--- config.mk ---
export PLATFORM = sky130hd
export DESIGN_NAME = ps2_event_receiver
export DESIGN_NICKNAME = d
export VERILOG_FILES = /design/src/rtl/ps2_event_receiver.sv
export SDC_FILE = /design/constraint.sdc
export NUM_CORES = 1
export LEC_CHECK = 0
export CAP_MARGIN = 20
export CORE_ASPECT_RATIO = 0.8
export CORE_MARGIN = 4
export CORE_UTILIZATION = 59
export DETAILED_ROUTE_END_ITERATION = 10
export PLACE_DENSITY_LB_ADDON = 0.2
export SLEW_MARGIN = 10
export SYNTH_ARGS = -nofsm -noshare
export SYNTH_HDL_FRONTEND = slang
export SYNTH_SLANG_ARGS = --single-unit
--- constraint.sdc ---
create_clock -name CLK -period 2.4 [get_ports CLK]
set_input_delay 0.48 -clock CLK [delete_from_list [all_inputs] [get_ports CLK]]
set_output_delay 0.48 -clock CLK [all_outputs]
set_load 0.02 [all_outputs]
--- src/rtl/ps2_event_receiver.sv ---
// PS/2 keyboard receiver: pin sync/deglitch, 11-bit frame check, E0/F0 folding, event FIFO.
// Define KBD_BREAK_EVENTS_EN to queue key-release events; otherwise the byte after F0 is consumed.
module ps2_event_receiver #(
    parameter int unsigned FILTER_LEN     = 8,
    parameter int unsigned TIMEOUT_CYCLES = 100000,
    parameter int unsigned FIFO_DEPTH     = 8
) (
    input  logic                          CLK,
    input  logic                          RST_N,
    input  logic                          PS2_CLK,
    input  logic                          PS2_DATA,
    output logic                          evt_valid,
    input  logic                          evt_ready,
    output logic [7:0]                    evt_code,
    output logic                          evt_ext,
    output logic                          evt_break,
    output logic [$clog2(FIFO_DEPTH):0]   evt_count,
    output logic [7:0]                    last_code,
    output logic                          frame_err,
    output logic                          overflow
);
    localparam int unsigned FW = $clog2(FILTER_LEN);
    localparam int unsigned TW = $clog2(TIMEOUT_CYCLES + 1);
    localparam int unsigned AW = $clog2(FIFO_DEPTH);
    localparam int unsigned CW = AW + 1;
    localparam logic [FW-1:0] FILT_MAX = FW'(FILTER_LEN - 1);
    localparam logic [TW-1:0] TMO_MAX  = TW'(TIMEOUT_CYCLES);
    localparam logic [CW-1:0] DEPTH    = CW'(FIFO_DEPTH);
`ifdef KBD_BREAK_EVENTS_EN
    localparam logic BRK_EN = 1'b1;
`else
    localparam logic BRK_EN = 1'b0;
`endif

    typedef enum logic [1:0] {IDLE, DATA, PARITY, STOP} state_t;

    // Synchronisers and clock filter idle high so reset never fabricates a falling edge.
    logic [1:0]    clk_sync_q, data_sync_q;
    logic          filt_q, filt_prev_q;
    logic [FW-1:0] filt_cnt_q;
    logic          fall, data_bit;

    always_ff @(posedge CLK or negedge RST_N) begin
        if (!RST_N) begin
            clk_sync_q  <= '1;
            data_sync_q <= '1;
            filt_q      <= 1'b1;
            filt_prev_q <= 1'b1;
            filt_cnt_q  <= '0;
        end else begin
            clk_sync_q  <= {clk_sync_q[0], PS2_CLK};
            data_sync_q <= {data_sync_q[0], PS2_DATA};
            filt_prev_q <= filt_q;
            if (clk_sync_q[1] == filt_q) begin
                filt_cnt_q <= '0;
            end else if (filt_cnt_q == FILT_MAX) begin
                filt_q     <= clk_sync_q[1];
                filt_cnt_q <= '0;
            end else begin
                filt_cnt_q <= filt_cnt_q + FW'(1);
            end
        end
    end

    assign fall     = filt_prev_q & ~filt_q;
    assign data_bit = data_sync_q[1];

    state_t        state_q;
    logic [2:0]    bit_cnt_q;
    logic [7:0]    shift_q;
    logic          par_q;
    logic [TW-1:0] tmo_q;
    logic [7:0]    byte_q;
    logic          byte_vld_q, frame_err_q;

    always_ff @(posedge CLK or negedge RST_N) begin
        if (!RST_N) begin
            state_q     <= IDLE;
            bit_cnt_q   <= '0;
            shift_q     <= '0;
            par_q       <= 1'b0;
            tmo_q       <= '0;
            byte_q      <= '0;
            byte_vld_q  <= 1'b0;
            frame_err_q <= 1'b0;
        end else begin
            byte_vld_q  <= 1'b0;
            frame_err_q <= 1'b0;
            if (state_q == IDLE || fall) tmo_q <= '0;
            else                         tmo_q <= tmo_q + TW'(1);

            if (state_q != IDLE && !fall && tmo_q == TMO_MAX) begin
                state_q     <= IDLE;
                frame_err_q <= 1'b1;
            end else if (fall) begin
                case (state_q)
                    IDLE: if (!data_bit) begin
                        state_q   <= DATA;
                        bit_cnt_q <= '0;
                    end
                    DATA: begin
                        shift_q   <= {data_bit, shift_q[7:1]};
                        bit_cnt_q <= bit_cnt_q + 3'd1;
                        if (bit_cnt_q == 3'd7) state_q <= PARITY;
                    end
                    PARITY: begin
                        par_q   <= data_bit;
                        state_q <= STOP;
                    end
                    STOP: begin
                        if (data_bit && (^{shift_q, par_q})) begin
                            byte_q     <= shift_q;
                            byte_vld_q <= 1'b1;
                        end else begin
                            frame_err_q <= 1'b1;
                        end
                        state_q <= IDLE;
                    end
                    default: state_q <= IDLE;
                endcase
            end
        end
    end

    // Prefix folding; push_data_q is {ext, break, code}.
    logic       ext_pend_q, brk_pend_q, push_q;
    logic [9:0] push_data_q;

    always_ff @(posedge CLK or negedge RST_N) begin
        if (!RST_N) begin
            ext_pend_q  <= 1'b0;
            brk_pend_q  <= 1'b0;
            push_q      <= 1'b0;
            push_data_q <= '0;
        end else begin
            push_q <= 1'b0;
            if (frame_err_q) begin
                ext_pend_q <= 1'b0;
                brk_pend_q <= 1'b0;
            end else if (byte_vld_q) begin
                if (byte_q == 8'hE0) begin
                    ext_pend_q <= 1'b1;
                end else if (byte_q == 8'hF0) begin
                    brk_pend_q <= 1'b1;
                end else begin
                    push_q      <= BRK_EN | ~brk_pend_q;
                    push_data_q <= {ext_pend_q, brk_pend_q & BRK_EN, byte_q};
                    ext_pend_q  <= 1'b0;
                    brk_pend_q  <= 1'b0;
                end
            end
        end
    end

    logic [9:0]    mem_q [FIFO_DEPTH];
    logic [AW-1:0] rptr_q, wptr_q;
    logic [CW-1:0] count_q, count_d;
    logic [7:0]    last_code_q;
    logic          overflow_q, pop, wr, full;
    logic [9:0]    head;

    always_comb begin
        pop     = (count_q != '0) && evt_ready;
        full    = (count_q == DEPTH);
        wr      = push_q && (!full || pop);
        count_d = count_q + CW'(wr) - CW'(pop);
    end

    always_ff @(posedge CLK or negedge RST_N) begin
        if (!RST_N) begin
            for (int unsigned i = 0; i < FIFO_DEPTH; i++) mem_q[i] <= '0;
            rptr_q      <= '0;
            wptr_q      <= '0;
            count_q     <= '0;
            last_code_q <= '0;
            overflow_q  <= 1'b0;
        end else begin
            if (wr) begin
                mem_q[wptr_q] <= push_data_q;
                wptr_q        <= wptr_q + AW'(1);
            end
            if (pop) rptr_q <= rptr_q + AW'(1);
            count_q    <= count_d;
            overflow_q <= push_q && !wr;
            if (push_q) last_code_q <= push_data_q[7:0];
        end
    end

    assign head      = mem_q[rptr_q];
    assign evt_valid = (count_q != '0);
    assign evt_code  = head[7:0];
    assign evt_ext   = head[9];
    assign evt_break = head[8] & BRK_EN;
    assign evt_count = count_q;
    assign last_code = last_code_q;
    assign frame_err = frame_err_q;
    assign overflow  = overflow_q;
endmodule

==> flow_results.org, run 1 <==
** Clock network
- Clk sinks :: between 150 and 200
- For the worst-skew pair, the clock arrives at the later sink with an insertion delay of 0.42 ns.
- The tree is rooted in a clkbuf_16.
- Maximum level of the CTS H-tree :: 4
- In this run the deepest clock path goes through 2 buffers.
- The number of clock buffers added by TritonCTS is 17.
- For this design, the CTS-stage hold fixing added 0 buffers.
- Reg clk slew, reported paths :: 0.06 ns
- TritonCTS clock tree :: yes

** Critical path
- Walking the worst path, the cells encountered are buf_6, buf_12, mux4_2, mux2_4, buf_6.
- Biggest fanout along the worst timing path :: 5
- STA classifies the critical path startpoint as a register.
- The cell that appears most often on the critical path is buf_6.
- For the worst setup path, the data required time is 1.92 ns.
- Arr. time, crit path :: 1.99 ns
- The worst setup path is of the register to output port kind.
- Critical path endpoint category :: output port
- For this run, the slowest stage of the critical path takes 0.50 ns.
- Master of the slowest instance on the critical path :: mux4_2

** Timing
- Setup repair after global routing could not meet its margin everywhere.
- Layout Skew :: about 0.017 ns
- Transition time at the pin with the least slew margin :: 0.826 ns
- Minimum clock period :: 2.47 ns
- The count of pins over their slew limit was 0.
- Summed over all failing endpoints, the final setup total negative slack is -0.480 ns.
- The total count of hold-check failures in the final report was 0.
- Setup violations remaining at the end of the flow were counted as 9.
- Final setup slack of the worst path :: -0.0738 ns
- Headroom to the max-slew limit :: 0.447
- Period utilisation layout :: 1.03
- Timing would allow up to 0.404 GHz.

** Routing
- After detailed routing, the number of vias per cell comes to between 5 and 6.
- Count of routing violations after the opening detailed-route iteration :: 272
- Post-route DRC :: 0
- For this block, the routed nets add up to ~14000 µm of wire.
- In the final routed layout, each cell accounts on average for 19.7 µm.
- First-pass iteration count of the detailed router :: 5
- The count of nets left with antenna violations once routing finished came out at 0.
- Total via count in the routed design :: between 4000 and 5000

** GRT
- Combined global-route utilization of all metal layers :: 0.221
- The number of global-route vias before repair was 4393.
- The initial antenna violation count came to 0.
- First-pass GRT wire length :: 23300 µm
- The total overflow left after global routing is 0.
- Largest net degree at the start of global routing :: 70

** Logic synthesis
- Top-count cell post-synth :: dfrtp_1
- Area fraction of the dominant cell type after synthesis :: 0.522
- Counting flops and latches in the post-synthesis netlist gives 153.
- The biggest area contributor in the post-synthesis netlist is dfrtp_1.
- Mean post-synth cell area :: roughly 14 µm²
- Cell area after synthesis :: 7050 µm²
- Sequential cell area fraction in the yosys report :: 0.544
- By count the netlist is led by 147 x dfrtp_1, 106 x mux2_2, 24 x nor2_1.
- Synthesis produced a netlist whose cell count is 508.
- Top cells by area in the synthesized netlist :: dfrtp_1 52%, mux2_2 17%, mux4_2 5.8%
- Counting every net in the synthesized netlist gives roughly 530.
- The synthesized netlist contains 60 unique library cells.
- During synthesis, Yosys emitted a total of 0 warnings.
- Most used DFF post-synth :: dfrtp_1
- Counting flops with an async set or reset pin after synthesis yields a share of 1.00.
- Number of synthesized flops with an enable pin :: 0

** Pwr
- Of the total power, the share spent switching nets is 0.295.
- Leak pwr :: 4.03 nW
- In this run the power density over the cells is 908 nW/µm².
- Power share of the combinational group :: 0.257
- Sequential power share :: 0.398
- Psw :: 2.24 mW
- Cell internal pwr :: 5.35 mW
- Relative contribution of the clock network to total power :: 0.345
- VDD sags by at most a little over 0.6 mV.
- Final Total Pwr :: 7.59 mW

** Floorplanning
- In this run the vertical extent of the chip is 106 µm.
- In this run the count of I/O pins placed on the die edge is 30.
- Die ar. :: 13800 µm²
- Count of standard-cell rows :: 35
- Area of the core region :: around 12000 µm²
- Width of the chip :: 130 µm
- The initial utilization of the core area, before any placement, comes to 0.607.

** Finish
- After the last flow step, the layout net total stands at 577.
- With fillers left out, the area of the finished cells amounts to 8360 µm².
- From synthesis to final layout, the design area changed by 18.7%.
- In the final layout, the share of cells above drive strength 1 is 0.389.
- Antenna fix cells :: 0

** Run status
- Run status :: finished, violations left
- Violations in the final reports :: negative setup slack

** Placement
- Once detailed placement completed, the half-perimeter wirelength came to roughly 8800 µm.
- During placement, the flow inserted port buffers numbering 28.
- The congestion estimate from routability-driven global placement came to 0.827.
- In this run the cell area measured after placement is between 7000 and 8000 µm².

** Job
- Count of maximum capacitance violations :: 0

** Hold path
- The tightest min-delay check is of the input port to asynchronous set/reset pin type.
## per-layer routing
| layer | track usage | up-vias | wire length, µm |
|---|---|---|---|
| li1 | - | 1905 | - |
| met1 | 0.335 | 2148 | 6810 |
| met2 | 0.325 | 95 | 6530 |
| met3 | 0.0578 | 8 | 616 |
| met4 | 0.0467 | 0 | 97 |
| met5 | 0 | - | 0 |
## cell usage in the layout (no fill, tap or decap), types with 3 or more instances in the layout
cell,Yosys,routed
clkinvlp_4,0,4
buf_12,0,7
mux4_2,18,18
nand4_1,5,5
nand2_1,23,23
clkbuf_16,0,18
nor3_1,5,5
and2_1,3,3
nand4b_1,3,3
nand3_1,8,8
mux2_2,106,97
o21ai_0,6,6
nor2_1,24,24
clkdlybuf4s50_1,0,18
inv_1,18,17
dfstp_2,6,6
buf_4,2,14
ha_1,18,18
a21oi_1,9,8
mux2_4,9,18
xnor2_1,16,16
buf_6,2,12
nor4_1,6,6
xor2_1,8,8
clkinv_2,0,3
dfrtp_1,147,146
## critical path, delay by kind of cell (launching register included)
| kind | cells | cell delay, ns |
|---|---|---|
| buffers and inverters | 3 | 0.40 |
| multiplexers | 2 | 0.80 |
| flip-flops | 1 | 0.37 |
## cell type report
type / instances / area [µm²]
sequential: 153 / 3840
tap: 148 / 185
fill: 762 / 3240
multi-input combinational: 308 / 3040
clock inverter: 11 / 123
inverter: 19 / 73.8
timing repair buffer: 54 / 641
clock buffer: 21 / 460
## timing repair
action                                  CTS  global route
gates resized for setup                  46            24
setup buffers                             3             2
cloned                                    2             1
endpoints found under the setup margin    9            10
pin swaps                                 0             1
## worst paths after layout
| path | endpoint | slack, ns | cells past startpoint | from |
|---|---|---|---|---|
| min in group CLK | data_sync_q[1] | 0.36 | 0 | data_sync_q[0] |
| min | bit_cnt_q[2] | 0.1 | 1 | RST_N |
| max in group asynchronous | filt_prev_q | 1.66 | 2 | RST_N |
| min reg2reg | data_sync_q[1] | 0.36 | 0 | data_sync_q[0] |
| max reg2reg | evt_count[2] | 0.13 | 10 | evt_count[2] |
| max | evt_code[7] | -0.07 | 5 | rptr_q[0] |
## stage by stage
stage          hold slack [ns]  utilization  instances  setup WS, ns
2_1_floorplan            0.184            -        508        0.0829
3_3_place_gp             0.346        0.655        674       -0.0598
3_5_place_dp             0.348        0.655        674        -0.158
4_1_cts                  0.110        0.710        711       -0.0723
5_1_grt                  0.138        0.721        714        -0.124
6_report                0.0974        0.721        714       -0.0738
## state kept, by name, summed over array words and instances (netlist names), 2 cells and up
signal / count
state_q: 2
evt_count: 4
push_data_q: 9
byte_q: 8
filt_cnt_q: 3
rptr_q: 3
mem_q: 72
bit_cnt_q: 3
clk_sync_q: 2
tmo_q: 17
data_sync_q: 2
shift_q: 8
wptr_q: 3
last_code: 8
## power groups by stage
stage	combinational, mW	sequential (mW)	clock, mW
global placement	1.59	3.05	0
CTS	1.86	3.02	2.65
floorplan	1.13	3.04	0
detailed placement	1.67	3.06	0
global route	2.16	3.06	2.78
finish	1.95	3.03	2.62
## cells by family after synthesis
group,count (synthesis),share of synthesized area
buf+inv,47,0.0293
compound gates,28,0.0268
fa+ha+maj,19,0.0348
other cells,1,0.000532
xor+xnor,26,0.0366
simple gates,100,0.0783
mux,134,0.249
flops,153,0.544
Power figures use the tool's default switching activity.
==> run 2: changes to the inputs <==
- ABC_AREA: default -> 0
==> results of run 2 <==
No change in the layout: final DEF, timing and power equal those of run 1.
==> run 3: changes to the inputs <==
- CORE_UTILIZATION: 59 -> 50
- CTS_BUF_LIST: default -> sky130_fd_sc_hd__clkbuf_2
==> run 3 against run 2 <==
  * The flow still finishes with violations (negative setup slack)
  * Largest cell class unchanged
  * Critical endpoint is now evt_code[4]
  * Total power is 21% lower
  * Utilization decreased by 14 points
  * Critical path depth is the same
==> flow_results.org, run 3 (synthesis results as in run 1) <==
** Clock network
- The CTS tree is yes (unchanged).
- The clock-pin transition on the worst setup and hold timing paths is 0.19 ns (was 0.06 ns).
- Buffer levels on the longest clock path :: 2 (unchanged)
- The clock latency reported for the late side of the worst-skew pair came to 0.69 ns (was 0.42 ns).
- Clk sinks :: 153 (unchanged)
- The number of H-tree levels is 4 (unchanged).
- TritonCTS buffer count :: 17 (unchanged)
- The clock root buffer was clkbuf_2 (was clkbuf_16).

** Floorplanning
- The floorplan die height came to 114 µm (was 106 µm).
- The starting density of the core was 0.515 (was 0.607).
- The area enclosed by the die boundary was 16100 µm² (was 13800 µm²).
- The number of top-level pins was 30 (unchanged).
- Area of the core region :: 13700 µm² (was 11600 µm²)
- The cell row count is 38 (was 35).
- The die outline width was 141 µm (was 130 µm).

** Routing
- Total via count in the routed design :: 4091 (was 4156)
- The number of vias per cell after detailed routing is 5.46 (was 5.82).
- Count of routing violations after the opening detailed-route iteration :: 257 (was 272)
- Sum of routed wire length over all layers :: 13800 µm (was 14000 µm)
- The final routed wire length divided by cell count was 18.4 µm (was 19.7 µm).
- Post-route DRC :: 0 (unchanged)
- Top routing layer used :: met4 (unchanged)
- The sum of routed wire segments on met1 came to 7130 µm (was 6810 µm).
- First-pass iteration count of the detailed router :: 4 (was 5)
- The met2 wirelength from detailed routing was 6020 µm (was 6530 µm).
- Sum of met3 wire segment lengths after detailed routing :: 500 µm (was 616 µm)
- The post-route antenna net violation count was 0 (unchanged).

** Hold path
- For hold timing, the worst endpoint is clk_sync_q[0].
- Number of cells on the worst hold path :: 1
- Min-Delay Startpoint :: PS2_CLK
- The worst min-delay path class is input port to register (was input port to asynchronous set/reset pin).

** Run status
- Violations in the final reports: negative setup slack (unchanged).
- Run status: finished, violations left (unchanged).

** Timing
- RSZ-0062 raised after global routing: true (unchanged).
- Layout Skew :: 0.0387 ns (was 0.0166 ns)
- The slew at the pin closest to its max-slew limit came to 0.714 ns (was 0.826 ns).
- The minimum clock period after layout is 2.77 ns (was 2.47 ns).
- The final cycle utilization of the critical path was 1.16 (was 1.03).
- The normalized max-slew margin is 0.522 (was 0.447).
- The highest achievable clock rate was 0.360 GHz (was 0.404 GHz).
- Hold Vio Cnt, Final :: 0 (unchanged)
- Total setup violations reported at the end of the flow :: 9 (unchanged)
- Final setup slack of the worst path :: -0.374 ns (was -0.0738 ns)
- The tightest hold margin came to 0.173 ns (was 0.0974 ns).
- The count of pins over their slew limit is 0 (unchanged).

** Pwr
- The leakage dissipation is 3.87 nW (was 4.03 nW).
- The maximum ir drop on the vdd rail was 0.487 mV (was 0.622 mV).
- Pwr dens :: 755 nW/µm² (was 908 nW/µm²)

** Critical path
- Worst path max stage delay :: 0.50 ns (about the same)
- The reg-to-reg critical path endpoint is evt_count[2] (unchanged).
- CP Data Required Time :: 1.92 ns (about the same)
- The cell with the largest stage delay on the worst path is mux4_2 (unchanged).
- Sum of buffers and inverters on the critical path :: 3 (unchanged)
- The critical path endpoint category was an output port (unchanged).
- The worst flop-to-flop path startpoint is evt_count[2] (unchanged).
- Top Family by Delay on Critical Path :: multiplexers (unchanged)
- The type of element launching the critical path was a register (unchanged).
- The library cell appearing most often on the critical path is buf_6 (unchanged).
- Worst-case reg-to-reg path depth :: 10 (unchanged)
- Arr. time, crit path :: 2.29 ns (was 1.99 ns)
- The largest fanout on the critical path is 5 (unchanged).
- Ordered cell list for the critical path: buf_6, buf_16, mux4_2, mux2_4, buf_6 (was buf_6, buf_12, mux4_2, mux2_4, buf_6).
- Crit Path Class :: register to output port (unchanged)
- Reg2Reg Setup Slack :: 0.14 ns (was 0.13 ns)

** Finish
- Layout cell share with drive strength beyond 1 :: 0.394 (was 0.389)
- Count of placed standard cells in the final layout, fillers left out :: 749 (was 714)
- The register with the most flip-flops is mem_q (unchanged).
- Most frequent cells in the layout: 146 x dfrtp_1, 100 x mux2_2, 26 x clkbuf_2 (was 146 x dfrtp_1, 97 x mux2_2, 24 x nor2_1).
- The layout-stage area growth over the synthesis result was 12.7% (was 18.7%).
- Fin nets :: 579 (was 577)
- Core Util, Final :: 0.580 (was 0.721)
- Filler cell count :: 1103 (was 762)
- The flip-flop count of the largest register after layout came to 72 (unchanged).
- Largest regs :: mem_q x72, tmo_q x17, push_data_q x9 (unchanged)
- The most common library cell in the layout ignoring fill and taps is dfrtp_1 (unchanged).

** Placement
- The number of port buffers came to 28 (unchanged).
- The sum of net half-perimeters after detailed placement was 9260 µm (was 8760 µm).
- The final RePlAce weighted congestion came to 0.797 (was 0.827).
- DP Cell Count :: 708 (was 674)

** GRT
- The number of global-route vias before repair is 4356 (was 4393).
- The initial antenna violation count was 1 (was 0).
- The largest net degree at the start of global routing was 60 (was 70).
- The global routing usage summed across all routing layers is 0.185 (was 0.221).
- The remaining global-route overflow was 0 (unchanged).
- The first-pass GRT wire length was 23000 µm (was 23300 µm).

** Job
- Count of maximum capacitance violations :: 0 (unchanged)
## run 3: cell types whose count changed in the layout (fill, tap and decap cells not counted), sizes merged
cell,change
buf,+3
bufinv,-2
clkbuf,+5
clkdlybuf4s50,-4
clkinv,+1
clkinvlp,-3
diode,+1
dlygate4sd3,+1
dlymetal6s2s,+1
## run 3: where the power goes
group          internal [mW]  total [mW]  switching [mW]  leakage (nW)
registers               2.81        3.03           0.215          2.08
clock network          0.286        1.11           0.829         0.118
logic                  0.888        1.86           0.970          1.68
total                   3.99        6.00            2.01          3.87
## run 3: worst reg2reg max path, delay by kind of cell, from the launching register on
| family | cells | cell delay (ns) |
|---|---|---|
| simple gates | 1 | 0.23 |
| xor+xnor | 1 | 0.17 |
| compound gates | 1 | 0.29 |
| flops | 1 | 0.44 |
| fa+ha+maj | 4 | 0.86 |
| buf+inv | 3 | 0.19 |
## run 3: metal layers
metal  GRT usage  vias to the layer above
met3      0.0484                        8
met5           0                        -
met2       0.264                       62
li1            -                     1915
met1       0.283                     2106
met4      0.0452                        0
## run 3: worst max-delay path by stage
stage / startpoint / end / depth (start not counted) / slack, ns
final: rptr_q[0] / evt_code[4] / 5 / -0.37
after global routing: rptr_q[0] / evt_code[1] / 5 / -0.52
after CTS: rptr_q[0] / evt_code[0] / 5 / -0.47
after detailed placement: evt_ready / evt_count[3] / 10 / -0.14
after global placement: evt_ready / evt_count[2] / 9 / -0.06
after floorplan: evt_count[2] / evt_count[2] / 10 / 0.08
## run 3: stage by stage
step	TNS, ns	area, µm²	power [mW]	worst slack [ns]
final	-3.11	7940	6.00	-0.374
after global routing	-4.41	7940	6.42	-0.516
after CTS	-4.15	7870	6.05	-0.473
after detailed placement	-0.797	7650	4.74	-0.140
after global placement	-0.364	7650	4.66	-0.0641
after floorplan	0	7050	4.18	0.0829
## run 3: repair_timing
item                                   CTS  global route
gates resized for setup                 44            30
hold buffers                             1             0
gates cloned                             2             1
setup buffers                            4             2
setup endpoints to repair               10            12
endpoints found under the hold margin   50             0
pin swaps                                0             1
## run 3: final cells by class
cell class	count	area [µm²]	area share
clock buffers	25	125	0.0158
diodes	1	2.50	0.000315
flip-flops and latches	153	3840	0.483
well taps	180	225	0.0284
multi-input cells	308	3050	0.383
inverters	19	73.8	0.00929
repair buffers	56	602	0.0758
clock inverters	7	32.5	0.00410
